===== config.mk =====
export PLATFORM = sky130hd
export DESIGN_NAME = tmds_decoder
export DESIGN_NICKNAME = d
export VERILOG_FILES = /design/src/rtl/tmds_decoder.sv
export SDC_FILE = /design/constraint.sdc
export NUM_CORES = 1
export LEC_CHECK = 0
export CAP_MARGIN = 40
export CORE_ASPECT_RATIO = 0.6
export CORE_MARGIN = 8
export CORE_UTILIZATION = 23
export DETAILED_ROUTE_END_ITERATION = 7
export GPL_ROUTABILITY_DRIVEN = 0
export PLACE_DENSITY = 0.47
export SYNTH_ARGS = -nofsm -noshare
export SYNTH_HDL_FRONTEND = slang
export SYNTH_SLANG_ARGS = --single-unit

===== constraint.sdc =====
create_clock -name clk_in -period 3.22 [get_ports clk_in]
set_input_delay 0.322 -clock clk_in [delete_from_list [all_inputs] [get_ports clk_in]]
set_output_delay 0.322 -clock clk_in [all_outputs]
set_load 0.005 [all_outputs]

===== src/rtl/tmds_decoder.sv =====
// TMDS receive-side word aligner and 10b/8b decoder for one channel.
// Optional lock-loss statistics counter enabled by TMDS_DECODER_LOCK_STATS_EN.
module tmds_decoder #(
  parameter int LOCK_COUNT     = 8,
  parameter int SEARCH_TIMEOUT = 2048,
  parameter int LOSS_TIMEOUT   = 4096
) (
  input  logic       clk_in,
  input  logic       rst_in,
  input  logic [9:0] tmds_in,
  output logic [7:0] data_out,
  output logic [1:0] control_out,
  output logic       ve_out,
  output logic       locked_out,
  output logic [3:0] offset_out,
  output logic [7:0] lock_loss_count_out
);

  localparam int TMO_MAX = (SEARCH_TIMEOUT > LOSS_TIMEOUT) ? SEARCH_TIMEOUT : LOSS_TIMEOUT;
  localparam int TW      = $clog2(TMO_MAX + 1);
  localparam int VW      = $clog2(LOCK_COUNT + 1);

  typedef enum logic [1:0] {SEARCH, VERIFY, LOCKED} state_t;

  state_t          state, state_n;
  logic [3:0]      offset, offset_n, offset_inc;
  logic [TW-1:0]   tmo_cnt, tmo_cnt_n;
  logic [VW-1:0]   ver_cnt, ver_cnt_n;
  logic [9:0]      prev_word;
  logic [9:0]      window;
  logic            tok;
  logic [1:0]      tok_code;
  logic [7:0]      d, dec;

  // Bits received first sit in prev_word, so the window slides upward from it.
  assign window     = 10'({tmds_in, prev_word} >> offset);
  assign offset_inc = (offset == 4'd9) ? 4'd0 : offset + 4'd1;
  assign offset_out = offset;

  always_comb begin
    tok      = 1'b1;
    tok_code = 2'b00;
    case (window)
      10'b1101010100: tok_code = 2'b00;
      10'b0010101011: tok_code = 2'b01;
      10'b0101010100: tok_code = 2'b10;
      10'b1010101011: tok_code = 2'b11;
      default:        tok      = 1'b0;
    endcase
  end

  always_comb begin
    d      = window[9] ? ~window[7:0] : window[7:0];
    dec    = '0;
    dec[0] = d[0];
    for (int i = 1; i < 8; i++)
      dec[i] = window[8] ? (d[i] ^ d[i-1]) : ~(d[i] ^ d[i-1]);
  end

  // NOTE: every signal gets a default before the case so no path leaves it unassigned (no latch).
  always_comb begin
    state_n   = state;
    offset_n  = offset;
    tmo_cnt_n = tmo_cnt;
    ver_cnt_n = ver_cnt;
    case (state)
      SEARCH: begin
        if (tok) begin
          tmo_cnt_n = '0;
          if (LOCK_COUNT <= 1) begin
            state_n   = LOCKED;
            ver_cnt_n = '0;
          end else begin
            state_n   = VERIFY;
            ver_cnt_n = VW'(1);
          end
        end else if (tmo_cnt == TW'(SEARCH_TIMEOUT - 1)) begin
          tmo_cnt_n = '0;
          offset_n  = offset_inc;
        end else begin
          tmo_cnt_n = tmo_cnt + 1'b1;
        end
      end
      VERIFY: begin
        if (tok) begin
          if (ver_cnt == VW'(LOCK_COUNT - 1)) begin
            state_n   = LOCKED;
            tmo_cnt_n = '0;
            ver_cnt_n = '0;
          end else begin
            ver_cnt_n = ver_cnt + 1'b1;
          end
        end else begin
          state_n   = SEARCH;
          offset_n  = offset_inc;
          tmo_cnt_n = '0;
          ver_cnt_n = '0;
        end
      end
      LOCKED: begin
        if (tok) begin
          tmo_cnt_n = '0;
        end else if (tmo_cnt == TW'(LOSS_TIMEOUT - 1)) begin
          state_n   = SEARCH;
          tmo_cnt_n = '0;
          ver_cnt_n = '0;
        end else begin
          tmo_cnt_n = tmo_cnt + 1'b1;
        end
      end
      default: begin
        state_n   = SEARCH;
        offset_n  = '0;
        tmo_cnt_n = '0;
        ver_cnt_n = '0;
      end
    endcase
  end

  // NOTE: sequential state uses non-blocking assignments so all registers update together.
  always_ff @(posedge clk_in or posedge rst_in) begin
    if (rst_in) begin
      state       <= SEARCH;
      offset      <= '0;
      tmo_cnt     <= '0;
      ver_cnt     <= '0;
      prev_word   <= '0;
      data_out    <= '0;
      control_out <= '0;
      ve_out      <= 1'b0;
      locked_out  <= 1'b0;
    end else begin
      state     <= state_n;
      offset    <= offset_n;
      tmo_cnt   <= tmo_cnt_n;
      ver_cnt   <= ver_cnt_n;
      prev_word <= tmds_in;
      // Outputs track the state being entered, so the transition cycle already reflects it.
      if (state_n == LOCKED) begin
        locked_out <= 1'b1;
        if (tok) begin
          ve_out      <= 1'b0;
          data_out    <= '0;
          control_out <= tok_code;
        end else begin
          ve_out   <= 1'b1;
          data_out <= dec;
        end
      end else begin
        locked_out  <= 1'b0;
        ve_out      <= 1'b0;
        data_out    <= '0;
        control_out <= '0;
      end
    end
  end

`ifdef TMDS_DECODER_LOCK_STATS_EN
  logic [7:0] loss_cnt;

  always_ff @(posedge clk_in or posedge rst_in) begin
    if (rst_in)
      loss_cnt <= '0;
    else if (state == LOCKED && state_n == SEARCH && loss_cnt != 8'hFF)
      loss_cnt <= loss_cnt + 8'd1;
  end

  assign lock_loss_count_out = loss_cnt;
`else
  assign lock_loss_count_out = '0;
`endif

endmodule

### After elaboration in Yosys (flattened, before gate mapping)

Cells that the tools add are included.

* shift operators: 1
* bitwise gates (word level): 16
* reduce and logical (&&, ||, !) cells: 4
* add/sub/neg operators: 3
* equal/unequal tests: 19
* mux-type cells: 41

Operators by type and width (number)
* $mux 13: 6
* $pmux 13 s3: 1
* $mux 4: 9
* $mux 8: 3
* $pmux 4 s3: 2
* $eq 10x10->1 const B: 2
* $shr 20x4->10: 1
* $mux 2: 7
* $ne 2x2->1 const B: 7
* $add 13x1->13 const B: 1
* $eq 13x11->1 const B: 1
* $eq 13x12->1 const B: 1
* $pmux 2 s3: 2
* $mux 1: 11
* $eq 10x8->1 const B: 1
* $eq 10x9->1 const B: 1
* $add 4x1->4 const B: 2
* $not 1->1: 8
* $not 8->8: 1
* $xor 1x1->1: 7
* $eq 2x2->1 const B: 2
* $eq 4x3->1 const B: 1
* $eq 4x4->1 const B: 1
* $reduce_and 4->1: 1
* 5 further kinds: 5

* register bits after elaboration: 45
* bits of input ports: 12
* word-level logic and storage cells: 93
* output and inout port bits: 24

### Depth between registers and ports, before layout

Gate-level depths: netlist of run 1.

* depth in word-level cells: 8
* gate-level depth with buffers: 16
* gate-level depth less buffers: 13

### Worst setup path after synthesis of run 1

Ideal clock, no wire load.

* path type: flip-flop to flip-flop
* start point: register offset[0], in the netlist offset_out[0]
* end point: register tmo_cnt[4]
* required time: 3096 ps
* arrival: 3186 ps
* stages on the path, launching flop included: 15
* path slack: -90 ps
* cell sequence: dfrtp_1 buf_4 buf_2 mux4_2 nand2_1 nand2_1 a21oi_1 ha_1 and4_1 nand2_1 o31a_1 and4_4 buf_6 and3_1 a211o_1

* cells in the longest elaborated chain, start to end: 6
* elaborated cells on any way between the ends: 12

RTL lines
* start, declared: line 26 `logic [3:0] offset, offset_n, offset_inc;`
* start signal, assigned: line 134 `offset <= offset_n;`
* $shr 20x4->10 (*): line 36 `assign window = 10'({tmds_in, prev_word} >> offset);`
* $eq 10x10->1 (tied with other cells): line 43 `case (window)`
* $reduce_or 4->1 (no line) (*)
* $mux 1 (*): line 43
* $mux 13, on equally long branches: line 101, 68, 85
* $pmux 13 s3: line 66 `case (state)`
* end signal, assigned: line 135 `tmo_cnt <= tmo_cnt_n;`
* end, declared: line 27 `logic [TW-1:0] tmo_cnt, tmo_cnt_n;`

Every way passes the cells marked *; elsewhere a longest branch is shown, timed or not.
A chain may end at the register's enable or synchronous reset.

### Worst setup path after layout of run 1

* start point: register offset[1], in the netlist offset_out[1]
* end point: register control_out[1]

* cells in the longest elaborated chain, start to end: 8
* elaborated cells on any way between the ends: 16

RTL lines
* $shr 20x4->10 (*): line 36
* $eq 10x10->1 (tied with other cells): line 43
* $reduce_or 4->1 (no line)
* $mux 1: line 43
* $mux 2, on equally long branches: line 101, 68, 85
* $pmux 2 s3: line 66
* $eq 2x2->1: line 139 `if (state_n == LOCKED) begin`
* $ne 2x2->1 (no line) or $mux 2 (tied branches)
* end signal, assigned: line 144 `control_out <= tok_code;`
* end, declared: line 12 `output logic [1:0] control_out,`

Every way passes the cells marked *; elsewhere a longest branch is shown, timed or not. The select of a mux whose other input is x is not followed.

==> results of run 1 <==
power groups by stage:
| stage | Combinational (W) | Sequential [W] | Clock, W |
|---|---|---|---|
| final | 0.00236 | 0.000786 | 0.000599 |
| after global routing | 0.00258 | 0.000802 | 0.000634 |
| after floorplan | 0.00147 | 0.000758 | 0 |
| after CTS | 0.00217 | 0.000779 | 0.000616 |
| after global placement | 0.00206 | 0.000816 | 0 |
| after detailed placement | 0.00205 | 0.000818 | 0 |
state kept, by name, summed over array words and instances, names as in the netlist:
name and cells:
ve_out 1, prev_word 10, offset_out 4, locked_out 1
control_out 2, ver_cnt 4, data_out 8, state 2
tmo_cnt 13
worst max path at each step:
stage             startpoint             end  slack (ns)  depth (start not counted)
3_5_place_dp      tmds_in[5]      tmo_cnt[7]       -0.39                         12
4_1_cts        offset_out[0]     data_out[1]       0.005                         15
3_3_place_gp      tmds_in[5]      tmo_cnt[5]       -0.40                         12
6_report       offset_out[1]  control_out[1]       -0.02                         14
2_1_floorplan  offset_out[0]      tmo_cnt[4]      -0.009                         12
5_1_grt        offset_out[1]  control_out[1]       -0.12                         14
synth_stat cells, types with 2 or more instances:
library cell  number  area (um^2)
ha_1              12          150
mux2_2             3         33.8
buf_6              4         45.0
mux2i_1           12          120
o31ai_2            2         25.0
inv_1             16         60.1
nor2_1            16         60.1
nand3_1           18         90.1
buf_2              6         30.0
nor3_4             2         32.5
a21o_1             3         22.5
mux4_2            16          360
nor3_1             9         45.0
a22o_1             3         26.3
nand2b_1           2         12.5
a31oi_1            3         18.8
dfrtp_1           45         1130
nand4_1            3         18.8
clkbuf_1           3         11.3
a211oi_1           2         15.0
o2bb2ai_1          2         17.5
nand3b_1           2         15.0
o22ai_1            2         12.5
o21ai_0           10         50.1
xnor2_1            9         78.8
nor3b_1            4         30.0
o31a_1             2         17.5
a21oi_1           10         50.1
nor2b_1            6         37.5
nand2_1           25         93.8
xor2_1             4         35.0
and3_1             7         43.8
a22oi_1            2         15.0
a21boi_0           4         30.0
a211o_1            5         43.8
o41ai_1            4         35.0
or3_1              4         25.0
buf_4             11         82.6
cell families (layout without fill, tap and decap cells):
| family | Yosys count | count (layout) |
|---|---|---|
| and+or+nand+nor | 111 | 111 |
| AOI/OAI and AO/OA | 65 | 65 |
| xor gates and xnor gates | 13 | 13 |
| muxes | 33 | 33 |
| adders and majority gates | 12 | 12 |
| other | 1 | 8 |
| DFF | 45 | 45 |
| buffers and inverters | 42 | 122 |
final cells by class:
class | count | area (um^2)
Sequential cell | 45 | 1130
Clock inverter | 2 | 38.8
Inverter | 17 | 63.8
Multi-Input combinational cell | 242 | 2090
Fill cell | 1473 | 9710
Timing Repair Buffer | 97 | 888
Clock buffer | 6 | 129
Tap cell | 198 | 248
repair_timing:
| item | CTS | global route |
|---|---|---|
| gates cloned | 0 | 1 |
| pin swaps | 5 | 7 |
| setup buffers | 6 | 9 |
| hold buffers | 0 | 0 |
| gates resized for setup | 2 | 36 |
| setup endpoints to repair | 31 | 33 |
| endpoints found under the hold margin | 0 | 0 |
layer usage:
metal	routed length (um)	track usage	share of wire
met3	681	0.0278	0.070
met4	56	0.0210	0.0058
met2	3690	0.135	0.38
met5	0	0	0
met1	5300	0.169	0.54
stage by stage:
stage | power [W] | cells | TNS (ns)
floorplan | 0.00222 | 329 | -0.00929
global placement | 0.00287 | 582 | -9.44
detailed placement | 0.00287 | 583 | -9.70
CTS | 0.00357 | 597 | 0
global route | 0.00401 | 607 | -2.13
finish | 0.00375 | 607 | -0.0402
==> results.sh, run 1 <==
export IMPL_crit_type="flip-flop to flip-flop"
export IMPL_synthDistinctLibCells=67
export IMPL_drc=0
export IMPL_leakage_nw=2.01
export IMPL_hold_path_class="input port to flip-flop"
export IMPL_yosys_area_share_adder=0.0453
export IMPL_vias=2850
export IMPL_netSwitchingPower_w=0.00145
export IMPL_pwr_share_clk=0.160
export IMPL_ioPinCount=36
export IMPL_hold_depth=1
export IMPL_cts_sinks=45
export IMPL_power_frac_seq=0.210
export IMPL_ys_seq_elements=45
export IMPL_coreArea_um2=14300
export IMPL_place_hpwl_um=7200
export IMPL_hold_path_end="prev_word[5]"
export IMPL_r2r_slack_ns=-0.02
export IMPL_die_height_um=109
export IMPL_port_buffers=27
export IMPL_min_from="tmds_in[5]"
export IMPL_cts_tree="yes"
export IMPL_nNetsFinal=432
export IMPL_switching_share=0.387
export IMPL_slowest_delay_ns=0.54
export IMPL_ir_drop_v=0.000291
export IMPL_grt_usage=0.106
export IMPL_async_reset_ff_frac=1.00
export IMPL_p_int_w=0.00230
export IMPL_timing_hold_ws_ns=0.293
export IMPL_final_common_cell="buf_4"
export IMPL_critPathMaxFanout=6
export IMPL_antenna_found_initial=0
export IMPL_fin_crit_sh=1.01
export IMPL_synth_edf_count=0
export IMPL_crit_path_frequent_cell="buf_4"
export IMPL_drv_cap=0
export IMPL_clock_latency_ns=0.29
export IMPL_row_count=34
export IMPL_violations="negative setup slack"
export IMPL_max_slew_margin_rel=0.647
export IMPL_setup_viol=4
export IMPL_yosys_warnings=0
export IMPL_r2r_end="control_out[1]"
export IMPL_path_cells="buf_4, mux2i_1, buf_4, mux2i_1, mux4_2, inv_2, ha_1, and4_4, nand2_2, o31a_1, buf_4, buf_4, mux2_2, and3_1"
export IMPL_cp_data_arrival_time_ns=3.42
export IMPL_syn_area_um2=3320
export IMPL_synthFlopType="dfrtp_1"
export IMPL_cts_root_buf="clkbuf_16"
export IMPL_final_max_slew_viol_count=0
export IMPL_path_delay_family="multiplexers"
export IMPL_crit_path_end_kind="flip-flop"
export IMPL_totalWireLength_um=9730
export IMPL_start_util=0.232
export IMPL_status="finished, violations left"
export IMPL_cp_required_ns=3.40
export IMPL_hold_viol=0
export IMPL_design_area_um2=4580
export IMPL_tightest_slew_ns=0.522
export IMPL_drt_iter0_drc=186
export IMPL_numCtsBuffers=5
export IMPL_postRouteAntennaNets=0
export IMPL_finClkSkew_ns=0.0116
export IMPL_synth_xor_area_frac=0.0343
export IMPL_cp_buffers_inverters=5
export IMPL_startpoint_type="flip-flop"
export IMPL_grt_pass1_wl_um=15500
export IMPL_synth_top_family_by_area="simple AND/OR/NAND/NOR gates"
export IMPL_clockBufferDepth=2
export IMPL_syn_avg_cell_area_um2=10.3
export IMPL_grt_max_degree=29
export IMPL_grt_pass1_vias=2745
export IMPL_final_util=0.321
export IMPL_first_pass_iters=4
export IMPL_die_x_um=171
export IMPL_pwr_share_comb=0.630
export IMPL_rsz0062_at_grt="true"
export IMPL_r2r_start="offset_out[1]"
export IMPL_clkSlewWorstSetupHoldPaths_ns=0.07
export IMPL_die_area_um2=18600
export IMPL_min_period_ns=3.24
export IMPL_diodes=0
export IMPL_vias_per_cell=4.70
export IMPL_synth_compound_area_share=0.154
export IMPL_syn_to_final_growth_pct=38.2
export IMPL_synth_mux_area_frac=0.167
export IMPL_r2r_cells=14
export IMPL_htreeDepth=2
export IMPL_pre_cts_ws_ns=-0.395
export IMPL_most_common_layout_cells="buf_4 (61), dfrtp_1 (43), clkdlybuf4s50_1 (26)"
export IMPL_synth_simple_area_share=0.187
export IMPL_layout_setup_ws_ns=-0.0237
export IMPL_grt_overflow_total=0
export IMPL_synthCells=322
export IMPL_clock_fmax_mhz=308
export IMPL_drive_above_1_share=0.335
export IMPL_wl_per_cell_um=16.0
export IMPL_seq_area_frac_synth=0.339
export IMPL_slowest_stage="mux4_2"
export IMPL_placed_area_um2=4150
export IMPL_power_density_nw_per_um2=817
Note: power is estimated with default switching activity, not from simulation.
==> run 2, diff against run 1 <==
CTS_CLUSTER_DIAMETER = 50   (was default)
==> results of run 2 <==
Same layout as run 1: the final DEF is identical, and so are final timing and power.
==> run 3, diff against run 2 <==
CORE_UTILIZATION = 35   (was 23)
PLACE_DENSITY = 0.62   (was 0.47)
==> run 3 against run 2 <==
- the run still ends with negative setup slack left
- utilization up 17 points
- clock power is 14% lower
- first-iteration DRC count grew 11%
- largest power group unchanged
- worst hold slack improved by 0.080 ns
==> results.sh, run 3 (synthesis gave the netlist of run 1 again) <==
export IMPL_r2r_slack_ns=-0.09
export IMPL_die_area_um2=12900
export IMPL_regMostFlops="tmo_cnt"
export IMPL_timing_hold_ws_ns=0.373
export IMPL_grt_overflow_total=0
export IMPL_power_total_w=0.00373
export IMPL_fill_cells=859
export IMPL_top_regs="tmo_cnt (13), prev_word (10), data_out (8)"
export IMPL_drive_above_1_share=0.356
export IMPL_final_util=0.489
export IMPL_layout_cells_non_filler=535
export IMPL_grt_pass1_wl_um=15000
export IMPL_most_common_layout_cells="buf_4 (54), dfrtp_1 (43), clkdlybuf4s50_1 (26)"
export IMPL_min_period_ns=3.31
export IMPL_tightest_slew_ns=0.581
export IMPL_r2r_start="offset_out[1]"
export IMPL_first_pass_iters=5
export IMPL_cp_data_arrival_time_ns=3.49
export IMPL_grt_pass1_vias=2900
export IMPL_max_slew_margin_rel=0.608
export IMPL_place_inst=515
export IMPL_ir_drop_v=0.000397
export IMPL_clock_latency_ns=0.29
export IMPL_postRouteAntennaNets=0
export IMPL_cp_required_ns=3.40
export IMPL_antenna_found_initial=0
export IMPL_syn_to_final_growth_pct=35.5
export IMPL_final_common_cell="buf_4"
export IMPL_port_buffers=27
export IMPL_violations="negative setup slack"
export IMPL_setup_viol=9
export IMPL_r2r_cells=13
export IMPL_finClkSkew_ns=0.0130
export IMPL_crit_path_end_kind="flip-flop"
export IMPL_diodes=0
export IMPL_coreArea_um2=9190
export IMPL_rsz0062_at_grt="true"
export IMPL_clockBufferDepth=2
export IMPL_die_x_um=142
export IMPL_layout_setup_ws_ns=-0.0881
export IMPL_place_hpwl_um=6780
export IMPL_drt_iter0_drc=207
export IMPL_multi_input_area_um2=2120
export IMPL_startpoint_type="flip-flop"
export IMPL_clock_fmax_mhz=302
export IMPL_die_height_um=91.4
export IMPL_final_max_slew_viol_count=0
export IMPL_cts_root_buf="clkbuf_16"
export IMPL_grt_max_degree=25
export IMPL_hold_path_class="input port to async pin"
export IMPL_r2r_end="control_out[1]"
export IMPL_drc=0
export IMPL_regArea_um2=1130
export IMPL_grt_usage=0.143
export IMPL_slowest_delay_ns=0.52
export IMPL_critPathMaxFanout=6
export IMPL_clkSlewWorstSetupHoldPaths_ns=0.07
export IMPL_start_util=0.361
export IMPL_totalWireLength_um=8920
export IMPL_htreeDepth=2
export IMPL_nNetsFinal=429
export IMPL_largest_reg_flops=13
export IMPL_wl_per_cell_um=16.7
export IMPL_vias=2819
export IMPL_placed_area_um2=4050
export IMPL_cts_tree="yes"
export IMPL_leakage_nw=1.98
export IMPL_fin_crit_sh=1.03
export IMPL_status="finished, violations left"
export IMPL_drv_cap=0
export IMPL_slowest_stage="dfrtp_4"
export IMPL_numCtsBuffers=5
export IMPL_cts_sinks=45
export IMPL_crit_type="flip-flop to flip-flop"
export IMPL_power_density_nw_per_um2=831
export IMPL_hold_viol=0
export IMPL_row_count=27
export IMPL_ioPinCount=36
export IMPL_design_area_um2=4490
export IMPL_vias_per_cell=5.27
export IMPL_path_cells="buf_6, buf_4, mux4_2, mux4_2, inv_2, ha_1, and4_4, nand2_4, o31a_1, buf_4, buf_6, mux2_2, and3_4"
run 3: cell count changes in the layout (fill, tap and decap cells not counted), moves of 2 or more:
cell | before | now
buf_4 | 61 | 54
a22oi_2 | 2 | 0
buf_6 | 2 | 7
mux2i_1 | 11 | 5
a22oi_1 | 0 | 2
mux2i_2 | 1 | 7
run 3: worst max-delay path: cells and delay by family, from the launching register on:
kind	cells	cell delay, ns
adder cells (fa/ha/maj)	1	0.13
multiplexers	3	1.06
flip-flops	1	0.52
AO/OA/AOI/OAI	1	0.36
AND/OR/NAND/NOR	3	0.47
buffers and inverters	5	0.64
run 3: worst max path at each step:
stage	cells past startpoint	from	slack, ns	to
2_1_floorplan	12	offset_out[0]	-0.009	tmo_cnt[4]
3_3_place_gp	12	tmds_in[5]	-0.24	tmo_cnt[10]
3_5_place_dp	12	tmds_in[5]	-0.32	tmo_cnt[0]
4_1_cts	12	offset_out[1]	-0.008	tmo_cnt[4]
5_1_grt	14	offset_out[0]	-0.17	tmo_cnt[0]
6_report	13	offset_out[1]	-0.09	control_out[1]
run 3: per-stage QoR:
step           TNS (ns)  setup WS, ns
2_1_floorplan  -0.00929      -0.00929
3_3_place_gp      -6.41        -0.241
3_5_place_dp      -9.04        -0.323
4_1_cts         -0.0140      -0.00816
5_1_grt           -2.28        -0.165
6_report         -0.338       -0.0881
run 3: area by class of cell:
cell class,instances,area share
Multi-Input combinational cell,242,0.472
Tap cell,130,0.0362
Inverter,17,0.0142
Clock inverter,1,0.00167
Clock buffer,6,0.0309
Sequential cell,45,0.252
Timing Repair Buffer,94,0.193
run 3: repair_timing:
item / CTS / global route
hold buffers: 0 / 0
endpoints found under the setup margin: 32 / 34
gates cloned: 0 / 1
gates resized for setup: 18 / 33
setup buffers: 9 / 4
pin swaps: 5 / 7
run 3: power breakdown:
group / internal, W / switching (W) / leakage (nW)
Clock: 0.000304 / 0.000213 / 0.0690
Sequential: 0.000659 / 0.000136 / 0.572
Combinational: 0.00132 / 0.00110 / 1.34
run 3: metal layers:
| metal | wire length (um) | vias to the layer above | global-route usage | part of all wire |
|---|---|---|---|---|
| met2 | 3560 | 110 | 0.191 | 0.40 |
| met4 | 42 | 0 | 0.0293 | 0.0047 |
| met1 | 4570 | 1366 | 0.215 | 0.51 |
| li1 | - | 1338 | - | - |
| met5 | 0 | - | 0 | 0 |
| met3 | 739 | 5 | 0.0439 | 0.083 |
